$ cat config.mk
export PLATFORM = sky130hd
export DESIGN_NAME = serial_add_controller
export DESIGN_NICKNAME = d
export VERILOG_FILES = /design/src/rtl/serial_add_controller.sv
export SDC_FILE = /design/constraint.sdc
export NUM_CORES = 1
export LEC_CHECK = 0
export ABC_AREA = 1
export ABC_CLOCK_PERIOD_IN_PS = 3000
export CORE_AREA = 2 2 63 89
export DETAILED_ROUTE_END_ITERATION = 6
export DIE_AREA = 0 0 65 91
export GPL_ROUTABILITY_DRIVEN = 0
export MAX_ROUTING_LAYER = met4
export PLACE_DENSITY_LB_ADDON = 0.2
export SLEW_MARGIN = 20
export SYNTH_ARGS = -nofsm -noshare
export SYNTH_HDL_FRONTEND = slang
export SYNTH_SLANG_ARGS = --single-unit
$ cat constraint.sdc
create_clock -name clk -period 3 [get_ports clk]
set_clock_uncertainty 0.15 [all_clocks]
set_input_delay 0.45 -clock clk [delete_from_list [all_inputs] [get_ports clk]]
set_output_delay 0.45 -clock clk [all_outputs]
set_load 0.02 [all_outputs]
$ cat src/rtl/serial_add_controller.sv
// Bit-serial adder/subtractor controller: loads two parallel operands, streams them LSB-first
// through a one-bit full adder with registered carry, and reassembles the parallel result.
module serial_add_controller #(
    parameter int N = 8
) (
    input  logic         clk,
    input  logic         rst,
    input  logic         start,
    input  logic         mode,
    input  logic [N-1:0] a_in,
    input  logic [N-1:0] b_in,
    input  logic         c_in,
    output logic [N-1:0] sum,
    output logic         c_out,
    output logic         busy,
    output logic         done
);

    localparam int CW = $clog2(N + 1);

    typedef enum logic [0:0] {
        ST_IDLE = 1'b0,
        ST_RUN  = 1'b1
    } state_t;

    state_t        state_q, state_d;
    logic [N-1:0]  sha_q, sha_d;
    logic [N-1:0]  shb_q, shb_d;
    logic [N-1:0]  shs_q, shs_d;
    logic          carry_q, carry_d;
    logic [CW-1:0] cnt_q, cnt_d;
    logic [N-1:0]  sum_q, sum_d;
    logic          cout_q, cout_d;
    logic          busy_q, busy_d;
    logic          done_q, done_d;

    logic          sbit_s;
    logic          cnext_s;
    logic          last_bit_s;

    assign sbit_s     = sha_q[0] ^ shb_q[0] ^ carry_q;
    assign cnext_s    = ((sha_q[0] ^ shb_q[0]) & carry_q) | (sha_q[0] & shb_q[0]);
    assign last_bit_s = (cnt_q == CW'(N - 1));

    // State and datapath registers with synchronous reset
    always_ff @(posedge clk) begin
        if (rst) begin
            state_q <= ST_IDLE;
            sha_q   <= {N{1'b0}};
            shb_q   <= {N{1'b0}};
            shs_q   <= {N{1'b0}};
            carry_q <= 1'b0;
            cnt_q   <= {CW{1'b0}};
            sum_q   <= {N{1'b0}};
            cout_q  <= 1'b0;
            busy_q  <= 1'b0;
            done_q  <= 1'b0;
        end else begin
            state_q <= state_d;
            sha_q   <= sha_d;
            shb_q   <= shb_d;
            shs_q   <= shs_d;
            carry_q <= carry_d;
            cnt_q   <= cnt_d;
            sum_q   <= sum_d;
            cout_q  <= cout_d;
            busy_q  <= busy_d;
            done_q  <= done_d;
        end
    end

    // Next-state logic
    always_comb begin
        state_d = state_q;
        case (state_q)
            ST_IDLE: begin
                if (start) begin
                    state_d = ST_RUN;
                end else begin
                    state_d = ST_IDLE;
                end
            end
            ST_RUN: begin
                if (last_bit_s) begin
                    state_d = ST_IDLE;
                end else begin
                    state_d = ST_RUN;
                end
            end
            default: state_d = ST_IDLE;
        endcase
    end

    // Datapath and output next values; subtract loads ~B with carry 1 so the adder forms A - B
    always_comb begin
        sha_d   = sha_q;
        shb_d   = shb_q;
        shs_d   = shs_q;
        carry_d = carry_q;
        cnt_d   = cnt_q;
        sum_d   = sum_q;
        cout_d  = cout_q;
        busy_d  = busy_q;
        done_d  = 1'b0;
        case (state_q)
            ST_IDLE: begin
                if (start) begin
                    sha_d   = a_in;
                    shb_d   = mode ? ~b_in : b_in;
                    carry_d = mode ? 1'b1 : c_in;
                    shs_d   = {N{1'b0}};
                    cnt_d   = {CW{1'b0}};
                    busy_d  = 1'b1;
                end else begin
                    busy_d  = 1'b0;
                end
            end
            ST_RUN: begin
                sha_d   = {1'b0, sha_q[N-1:1]};
                shb_d   = {1'b0, shb_q[N-1:1]};
                shs_d   = {sbit_s, shs_q[N-1:1]};
                carry_d = cnext_s;
                cnt_d   = cnt_q + CW'(1);
                if (last_bit_s) begin
                    sum_d  = {sbit_s, shs_q[N-1:1]};
                    cout_d = cnext_s;
                    done_d = 1'b1;
                    busy_d = 1'b0;
                end else begin
                    busy_d = 1'b1;
                end
            end
            default: begin
                busy_d = 1'b0;
            end
        endcase
    end

    assign sum   = sum_q;
    assign c_out = cout_q;
    assign busy  = busy_q;
    assign done  = done_q;

endmodule
-- Yosys cells after proc, flatten, opt, wreduce, memory -nomap -nowiden
Index checks and enable logic that the tools add are counted.
- register bits: 40
- output and inout port bits: 11
- add/sub/neg operators: 1
- equality and inequality tests: 2
- mux-type cells: 16
- bitwise operators: 7
- reductions and logical operators: 2
- operators with widths (operator ; count):
    8-bit one-hot mux with 2 select lines ; 3
    8-bit two-way mux ; 4
    8-bit NOT ; 1
    4-bit one-hot mux with 2 select lines ; 1
    1-bit two-way mux ; 5
    4-bit by 1-bit adder with 4-bit output, second input constant ; 1
    4-bit by 3-bit equality test with 1-bit output, second input constant ; 1
    4-bit two-way mux ; 1
    1-bit one-hot mux with 2 select lines ; 2
    1-bit bitwise AND ; 2
    2-bit inequality test, second input constant ; 1
    2-bit AND reduction ; 1
    2-bit OR reduction ; 1
    1-bit XOR ; 2
    1-bit NOT ; 1
    1-bit bitwise OR ; 1

-- Depth between registers and ports, before layout
Gate-level depths: netlist (run 1).
- depth after elaboration: 4
- mapped depth: 6

-- Least setup slack after synthesis (run 1)
No wires, ideal clock.
- kind: register to register
- start: register, netlist name busy
- end: register sha_q[0]
- setup time: 109 ps
- arrival: 1062 ps
- data required time: 2741 ps
- slack: 1679 ps
- cell stages (with the launch flop): 7
- buffers on the path: 1
- clock period less this slack: 1321 ps
- cell sequence: dfxtp_1 buf_6 clkinv_1 nand3_1 nand3_1 nand2_1 inv_1
- RTL lines (what ; RTL line ; source):
    to (signal assigned) ; 49 ; sha_q <= {N{1'b0}};
    to (decl) ; 27 ; logic [N-1:0] sha_q, sha_d;

-- Worst setup path in the final report (run 1)
- start: register sum_q[1] (netlist: sum[1])
- end: output port sum[1]
- RTL lines (what ; RTL line ; source):
    from (decl) ; 32 ; logic [N-1:0] sum_q, sum_d;
    from (signal assigned) ; 54 ; sum_q <= {N{1'b0}};
    from (signal assigned) ; 65 ; sum_q <= sum_d;
    to (decl) ; 13 ; output logic [N-1:0] sum,
No word-level cell between the ends.

==> results.md, run 1 <==
- Detailed routing inserted a total of around 1.5k vias.
- Setup violations remaining at the end of the flow were counted as 0.
- The floorplan core area is around 0.0051 mm2.
- For this run the aggregate overflow at the end of global routing stands at 0.
- Based on the critical path, the design can be clocked at up to ~0.55 GHz.
- The length of the first detailed-routing pass in iterations is 4.
- Subtracting the final worst setup slack from the clock period gives around 1.8 ns.
- The distinct cell type count after synthesis is 20.
- Combinational logic is responsible for a little under an eighth of the overall power.
- The number of diodes is 0.
- The clock network latency to the later pin of the worst-skew pair is 0.28 ns.
- After detailed routing, the average wire length per cell comes to 9.48 um.
- The clock buffer count from CTS is 5.
- For this run, the number of Yosys warnings is 0.
- The dominant combinational cell family by area after synthesis is simple AND/OR/NAND/NOR gates.
- The category of the worst setup path capture point is an output pin.
- The final layout contains routed wiring with a total length of roughly 3300 um.
- The quantity of I/O buffers inserted on ports is 31.
- The dominant delay contributor by cell family on the critical path is buffers and inverters.
- The via count of the first global-routing pass is roughly 1.4k.
- The worst setup path is launched from a register.
- Traced cell by cell, the critical path runs through clkdlybuf4s50_1.
- The horizontal die dimension is roughly 65 um.
- The class of the most critical setup path is reg -> out.
- The post-route netlist has 5.34% of its cells at a drive strength greater than 1.
- The total count of hold-check failures in the final report is 0.
- The post-cts repair resize count is 0.
- The number of primary I/O pins is 32.
- The CTS tree is done.
- The first global-routing pass estimated 6020 um of wire.
- The tightest min-delay check is of the reg -> reg type.
- The global routing usage summed across all routing layers is about an eighth.
- The tool flagged a number of max-cap violations equal to 0.
- In this run the vertical extent of the chip is 91 um.
- The slew at the pin closest to its max-slew limit is about 0.46 ns.
- The total of hold buffers inserted after clock tree synthesis is 0.
- After synthesis, the share of cell area in mux cells is 0%.
- The clock transition at the registers of the reported paths is roughly 0.070 ns.
- Dividing the final minimum period by the clock period gives between 60% and 70%.
- The flow ran to the end, and the final reports show no timing, DRC or antenna violations.
- The maximum number of pins on one net before global-route repair is 29.
- The fraction of the core area covered by cells at the end of the flow is around 43%.
- The cell area after synthesis is approximately 0.0017 mm2.
- Net switching is between 20% and 30% of the power.
- In this run the static leakage power is about 1.0 nW.
- The number of core rows is 31.
- After clock tree synthesis, the setup repair step added 0 buffers.
- The power density over the cells is ~470 mW/mm2.
- The post-route DRC violation count is 0.
- The synthesized netlist net count is about 270.
- The finished cells cover roughly 0.0022 mm2.
- The clock passes through at most 2 buffers.
- Measured against its own limit, the worst slew margin works out to between 60 and 70%.
- The pre-CTS setup slack is ~0.93 ns.
- The number of pins with negative max-slew slack in the final report is 0.
- After legalization and detailed placement, the total HPWL measured roughly 2300 um.
- The first routing iteration left 87 violations.
- The number of antenna violations at the first check in global routing is 0.
- The slack of the critical path is ~1.2 ns.
- In this run the cell area measured after placement is between 0.002 and 0.0025 mm2.
- The average size of a mapped cell is between 6 and 7 um2.
- STA puts the critical path data arrival time at 1.22 ns.
- The arithmetic-cell share of the synthesized area counting full adders, half adders and majority gates is 1.87%.
- Setup repair after global routing left no endpoint under its margin.
- The internal power of the cells is about 0.8 mW.
- The floorplan die area is 0.00592 mm2.
- The setup TNS is 0 ns.
- The number of vias per cell after detailed routing is around 4.3.
- The cell at the root of the clock tree is sky130_fd_sc_hd__clkbuf_8.
- Summing the areas of all and, or, nand and nor instances in the mapped netlist gives between 30% and 40% of the synthesized area.
- The area share of xor/xnor cells in the synthesized design is 0%.
- The required time at the worst-slack endpoint is about 2.4 ns.
- The share of power burned in the clock network is a little over a third.
- In this run the worst path has a maximum fanout of 2.
- The share of the yosys chip area belonging to registers is about 45%.
- The largest individual stage delay along the critical path comes from the cell sky130_fd_sc_hd__clkdlybuf4s50_1.
- The area overhead of the layout relative to synthesis is 25.5%.
- In this run, flip-flops and latches consume 52.5% of the power.
- The final net count is 303.
- The switching power is roughly 0.24 mW.
- For this design, the sink count on the clock tree is 39.
- After layout, the design draws a total of 1.04 mW.
- The count of state elements after synthesis is 39.
- The number of cells produced by synthesis is between 200 and 300.
- The number of buffer and inverter stages on the critical path is 1.
- The worst-case IR drop observed on VDD is 0.186 mV.
- The remaining number of nets flagged by the antenna check after routing is 0.
- The starting density of the core is roughly a third.
- For this run, the slowest stage of the critical path takes 0.60 ns.
- The H-tree was split into 2 levels.
- Summing the areas of all compound-gate instances in the mapped netlist gives between 8 and 9% of the synthesized area.
sequential cells by signal (all words and copies together) (netlist names):
| signal | flops |
|---|---|
| sha_q | 8 |
| shb_q | 8 |
| sum | 8 |
| shs_q | 7 |
| cnt_q | 4 |
| busy | 1 |
| c_out | 1 |
| carry_q | 1 |
| done | 1 |
per-stage QoR:
step | hold slack, ns | std cells
after floorplan | 0.269 | 250
after global placement | 0.280 | 339
after detailed placement | 0.280 | 339
after CTS | 0.297 | 347
after global routing | 0.307 | 347
final | 0.294 | 347
layer usage:
metal | up-vias | wire [um] | track usage, %
li1 | 832 | - | -
met1 | 630 | 1500 | 15.7
met2 | 26 | 1600 | 20.0
met3 | 6 | 104 | 2.97
met4 | 0 | 85 | 7.45
met5 | - | 0 | -
cells in the mapped netlist:
cell	n	area, um2
sky130_fd_sc_hd__o21ai_0	1	5.00
sky130_fd_sc_hd__ha_1	1	12.5
sky130_fd_sc_hd__inv_1	28	105
sky130_fd_sc_hd__nand3_2	1	10.0
sky130_fd_sc_hd__nor3_4	1	16.3
sky130_fd_sc_hd__nor2_8	1	20.0
sky130_fd_sc_hd__o21ai_1	1	5.00
sky130_fd_sc_hd__fa_1	1	20.0
sky130_fd_sc_hd__buf_4	3	22.5
sky130_fd_sc_hd__nor2_1	6	22.5
sky130_fd_sc_hd__clkinv_1	1	3.75
sky130_fd_sc_hd__nand2_4	1	11.3
sky130_fd_sc_hd__a21oi_1	29	145
sky130_fd_sc_hd__buf_6	1	11.3
sky130_fd_sc_hd__inv_2	1	3.75
sky130_fd_sc_hd__dfxtp_1	39	781
sky130_fd_sc_hd__nand2_1	103	387
sky130_fd_sc_hd__nand3_1	24	120
sky130_fd_sc_hd__buf_2	6	30.0
sky130_fd_sc_hd__nor2_4	1	11.3
worst paths after layout:
check	to	depth (start not counted)	slack, ns	from
setup / recovery	sum[1]	1	1.18	sum[1]$_SDFFE_PP0P_
hold / removal	sum[0]$_SDFFE_PP0P_	2	0.29	shs_q[1]$_SDFFE_PP0P_
setup reg to reg	sha_q[1]$_SDFFE_PP0P_	6	1.41	busy$_SDFF_PP0_
hold reg to reg	sum[0]$_SDFFE_PP0P_	2	0.29	shs_q[1]$_SDFFE_PP0P_
worst reg2reg max path, stage by stage (launching register included):
cell and delay [ns]:
sky130_fd_sc_hd__dfxtp_1 0.33, sky130_fd_sc_hd__buf_4 0.34, sky130_fd_sc_hd__clkinv_1 0.33, sky130_fd_sc_hd__nand3_1 0.16
sky130_fd_sc_hd__nand3_1 0.09, sky130_fd_sc_hd__nand2_1 0.06, sky130_fd_sc_hd__inv_1 0.04
layout by cell type, fill, tap and decap left out:
| master | count |
|---|---|
| sky130_fd_sc_hd__inv_1 | 28 |
| sky130_fd_sc_hd__nor2_4 | 1 |
| sky130_fd_sc_hd__o21ai_1 | 1 |
| sky130_fd_sc_hd__clkbuf_1 | 1 |
| sky130_fd_sc_hd__ha_1 | 1 |
| sky130_fd_sc_hd__fa_1 | 1 |
| sky130_fd_sc_hd__inv_2 | 1 |
| sky130_fd_sc_hd__dfxtp_1 | 39 |
| sky130_fd_sc_hd__buf_4 | 2 |
| sky130_fd_sc_hd__a21oi_1 | 29 |
| sky130_fd_sc_hd__clkbuf_8 | 7 |
| sky130_fd_sc_hd__nor2_8 | 1 |
| sky130_fd_sc_hd__nand2_1 | 103 |
| sky130_fd_sc_hd__o21ai_0 | 1 |
| sky130_fd_sc_hd__clkdlybuf4s50_1 | 31 |
| sky130_fd_sc_hd__nor2_1 | 6 |
| sky130_fd_sc_hd__clkinv_1 | 1 |
| sky130_fd_sc_hd__nor3_4 | 1 |
| sky130_fd_sc_hd__nand2_4 | 1 |
| sky130_fd_sc_hd__nand3_2 | 1 |
| sky130_fd_sc_hd__nand3_1 | 24 |
power groups by stage:
stage | Sequential [mW] | Clock, mW | Combinational [mW]
detailed placement | 0.557 | 0 | 0.119
CTS | 0.545 | 0.392 | 0.119
floorplan | 0.556 | 0 | 0.0773
finish | 0.545 | 0.376 | 0.117
global route | 0.547 | 0.417 | 0.132
global placement | 0.556 | 0 | 0.118
area by class of cell:
cell class                 instances  area, um2
fill                             543       2890
multi-input combinational        171        786
sequential                        39        781
timing repair buffer              33        325
inverter                          30        113
clock buffer                       8        100
tap                               66       82.6
logic make-up after synthesis:
| family | count (synthesis) |
|---|---|
| adders and majority gates | 2 |
| and+or+nand+nor | 138 |
| AOI/OAI and AO/OA | 31 |
| buffers and inverters | 40 |
| DFF | 39 |
Note: power is estimated with default switching activity, not from simulation.
==> run 2, diff against run 1 <==
--- a/config.mk
+++ b/config.mk
@@ -6,7 +6,7 @@
 export NUM_CORES = 1
 export LEC_CHECK = 0
 export ABC_AREA = 1
-export ABC_CLOCK_PERIOD_IN_PS = 3000
+export ABC_CLOCK_PERIOD_IN_PS = 1700
 export CORE_AREA = 2 2 63 89
 export DETAILED_ROUTE_END_ITERATION = 6
 export DIE_AREA = 0 0 65 91
==> constraint.sdc (replaced) <==
create_clock -name clk -period 1.7 [get_ports clk]
set_clock_uncertainty 0.15 [all_clocks]
set_input_delay 0.255 -clock clk [delete_from_list [all_inputs] [get_ports clk]]
set_output_delay 0.255 -clock clk [all_outputs]
set_load 0.02 [all_outputs]
==> run 2 against run 1 <==
Compared with the run above: critical path depth stayed put; critical endpoint is now c_out; core utilization is 0.47 points higher; register-to-register slack worse by 1.1 ns; worst setup slack worse by 1.1 ns; clock-buffer cell count is 2 lower; final cell count is 1.2% higher; combinational power is 85% higher; via count is 3.4% higher; first-iteration DRC count is 9.2% lower; sequential share of layout area is 0.38 points lower; die area stayed put.
==> results.md, run 2 (synthesis gave the netlist of run 1 again) <==
- The run finished with clean final reports.
- In this run the tool buffered the top-level ports with 31 buffer cells.
- The standard cell with the maximum stage delay on the critical path is sky130_fd_sc_hd__clkdlybuf4s50_1.
- The post-route DRC violation count is 0.
- For this run, the total global-route usage over all layers was measured as 13.3%.
- The depth of the worst register-to-register path is 6.
- The path class of the lowest-slack min-delay path is reg -> reg.
- The largest fanout on the critical path is 2.
- For this block, the initial DRC count from the detailed router was 79.
- The via count of the first global-routing pass is ~1.4k.
- The category of the worst setup path capture point is an output pin.
- The fraction of final layout cells sized beyond drive strength 1 is under 10%.
- The deepest clock path buffer count is 2.
- 32 I/O pins were placed.
- The total of endpoints with negative setup slack in the final report is 0.
- In the routed layout, each cell is associated on average with a via count of ~4.4.
- The placed instance count is approximately 340.
- The HPWL after detailed placement is approximately 2400 um.
- The finished layout holds between 300 and 400 standard cells, fillers aside.
- The tree built by TritonCTS fans out to 39 sinks.
- Detailed routing inserted a total of 1545 vias.
- The cell at the root of the clock tree is sky130_fd_sc_hd__clkbuf_8.
- The fraction of the core area covered by cells at the end of the flow is between 40% and 50%.
- The final worst-path cycle share is 95.8%.
- STA puts the critical path data arrival time at approximately 1.2 ns.
- The post-CTS setup buffer count is 0.
- The total of hold buffers inserted after clock tree synthesis is 0.
- The area overhead of the layout relative to synthesis is 26.8%.
- Traced cell by cell, the critical path runs through clkdlybuf4s50_1.
- Counting both buffers and inverters, the worst setup path holds a total of 1.
- Entering global routing, the biggest net connects 28 pins.
- The total count of hold-check failures in the final report is 0.
- Across the run, the number of max-cap violations was 0.
- The CTS tree is done.
- The final net count is about 310.
- The maximum achievable frequency is a little over 0.6 GHz.
- The clock transition at the registers of the reported paths is ~0.07 ns.
- The class of the most critical setup path is reg -> out.
- The worst setup path is launched from a register.
- The required time at the worst-slack endpoint is ~1.3 ns.
- The launching point of the worst reg2reg path is busy$_SDFF_PP0_.
- IR analysis of the VDD net gives a maximum drop of between 0.3 and 0.4 mV.
- At the later pin of the worst-skew pair, clock insertion delay measures around 0.28 ns.
- The floorplan die area is just under 0.006 mm2.
- The setup TNS is 0 ns.
- The core region is 0.00508 mm2.
- The number of pins with negative max-slew slack in the final report is 0.
- The clock buffer count from CTS is 5.
- Measured against its own limit, the worst slew margin works out to between 70% and 80%.
- The critical path starts at c_out$_SDFFE_PP0P_.
- The startpoint identified for the worst hold timing path is shs_q[1]$_SDFFE_PP0P_.
- The leakage component of the power is about 1.1 nW.
- The die is 65 um wide.
- The number of diodes is 0.
- In this run the remaining antenna-violating nets after routing total 0.
- The final routed wirelength across all metal layers is approximately 3400 um.
- The final critical-path required period is roughly 1.6 ns.
- The top cell types in the final layout, fill and taps aside, are 103 x sky130_fd_sc_hd__nand2_1, 39 x sky130_fd_sc_hd__dfxtp_1, 30 x sky130_fd_sc_hd__clkdlybuf4s50_1, 29 x sky130_fd_sc_hd__a21oi_1, 28 x sky130_fd_sc_hd__inv_1.
- The power density over the cells is a little over 800 mW/mm2.
- The first global-routing pass estimated around 6000 um of wire.
- On the worst path, the slowest cell contributes a delay of ~0.6 ns.
- The total number of cells along the worst setup path is 1.
- The number of antenna violations at the first check in global routing is 0.
- After detailed routing, the average wire length per cell comes to approximately 10 um.
- Setup repair after global routing left no endpoint under its margin.
- The number of cells on the worst hold path is 2.
- The most frequent standard cell in the layout excluding fill and tap cells is sky130_fd_sc_hd__nand2_1.
- The dominant delay contributor by cell family on the critical path is buffers and inverters.
- The starting density of the core is about a third.
- The length of the first detailed-routing pass in iterations is 4.
- The H-tree depth is 2.
- The floorplan has 31 rows.
- At the pin with the least slew margin, the transition time is ~0.4 ns.
- The leftover overflow at the end of global routing is 0.
- The die outline height is slightly above 90 um.
-- run 2: cell types whose count changed in the layout (fill, tap and decap cells not counted), sizes merged --
| cell | previous run | this run |
|---|---|---|
| buf | 2 | 7 |
| clkdlybuf4s50 | 31 | 30 |
| clkbuf | 8 | 6 |
| clkinv | 1 | 2 |
| dlygate4sd2 | 0 | 1 |
-- run 2: path summary, 6_finish.rpt --
kind / to / slack [ns]
hold / removal: sum[0]$_SDFFE_PP0P_ / 0.31
setup reg to reg: sha_q[0]$_SDFFE_PP0P_ / 0.29
hold reg to reg: sum[0]$_SDFFE_PP0P_ / 0.31
setup / recovery: c_out / 0.07
-- run 2: routing by layer --
layer,global-route usage [%],vias up,routed length [um]
li1,-,840,-
met1,14.4,669,1600
met2,21.5,29,1650
met3,3.72,7,110
met4,7.80,0,86
met5,-,-,0
-- run 2: final cells by class --
| class | count | area, um2 |
|---|---|---|
| fillers | 549 | 2870 |
| clock inverters | 1 | 5.00 |
| repair buffers | 38 | 362 |
| multi-input cells | 171 | 786 |
| inverters | 30 | 113 |
| flip-flops and latches | 39 | 781 |
| well taps | 66 | 82.6 |
| clock buffers | 6 | 82.6 |
-- run 2: report_power, final --
group	switching, mW	internal, mW
sequential	0.0176	0.944
combinational	0.117	0.0989
clock	0.297	0.318
-- run 2: what timing repair did --
item / in CTS / in global routing
endpoints found under the setup margin: 1 / 0
endpoints found under the hold margin: 0 / 0
gates resized for setup: 1 / 0
-- run 2: worst reg2reg max path, delay by kind of cell, from the launching register on --
family | cells | cell delay (ns)
buf+inv | 3 | 0.49
flops | 1 | 0.38
simple gates | 3 | 0.30
-- run 2: through the flow --
| stage | hold slack (ns) | power (mW) | setup WS (ns) | instance area (um2) |
|---|---|---|---|---|
| 2_1_floorplan | 0.204 | 1.12 | 0.379 | 1740 |
| 3_3_place_gp | 0.293 | 1.20 | 0.0688 | 2120 |
| 3_5_place_dp | 0.296 | 1.20 | 0.0254 | 2120 |
| 4_1_cts | 0.311 | 1.82 | 0.0600 | 2210 |
| 5_1_grt | 0.343 | 1.88 | 0.0259 | 2210 |
| 6_report | 0.306 | 1.79 | 0.0721 | 2210 |
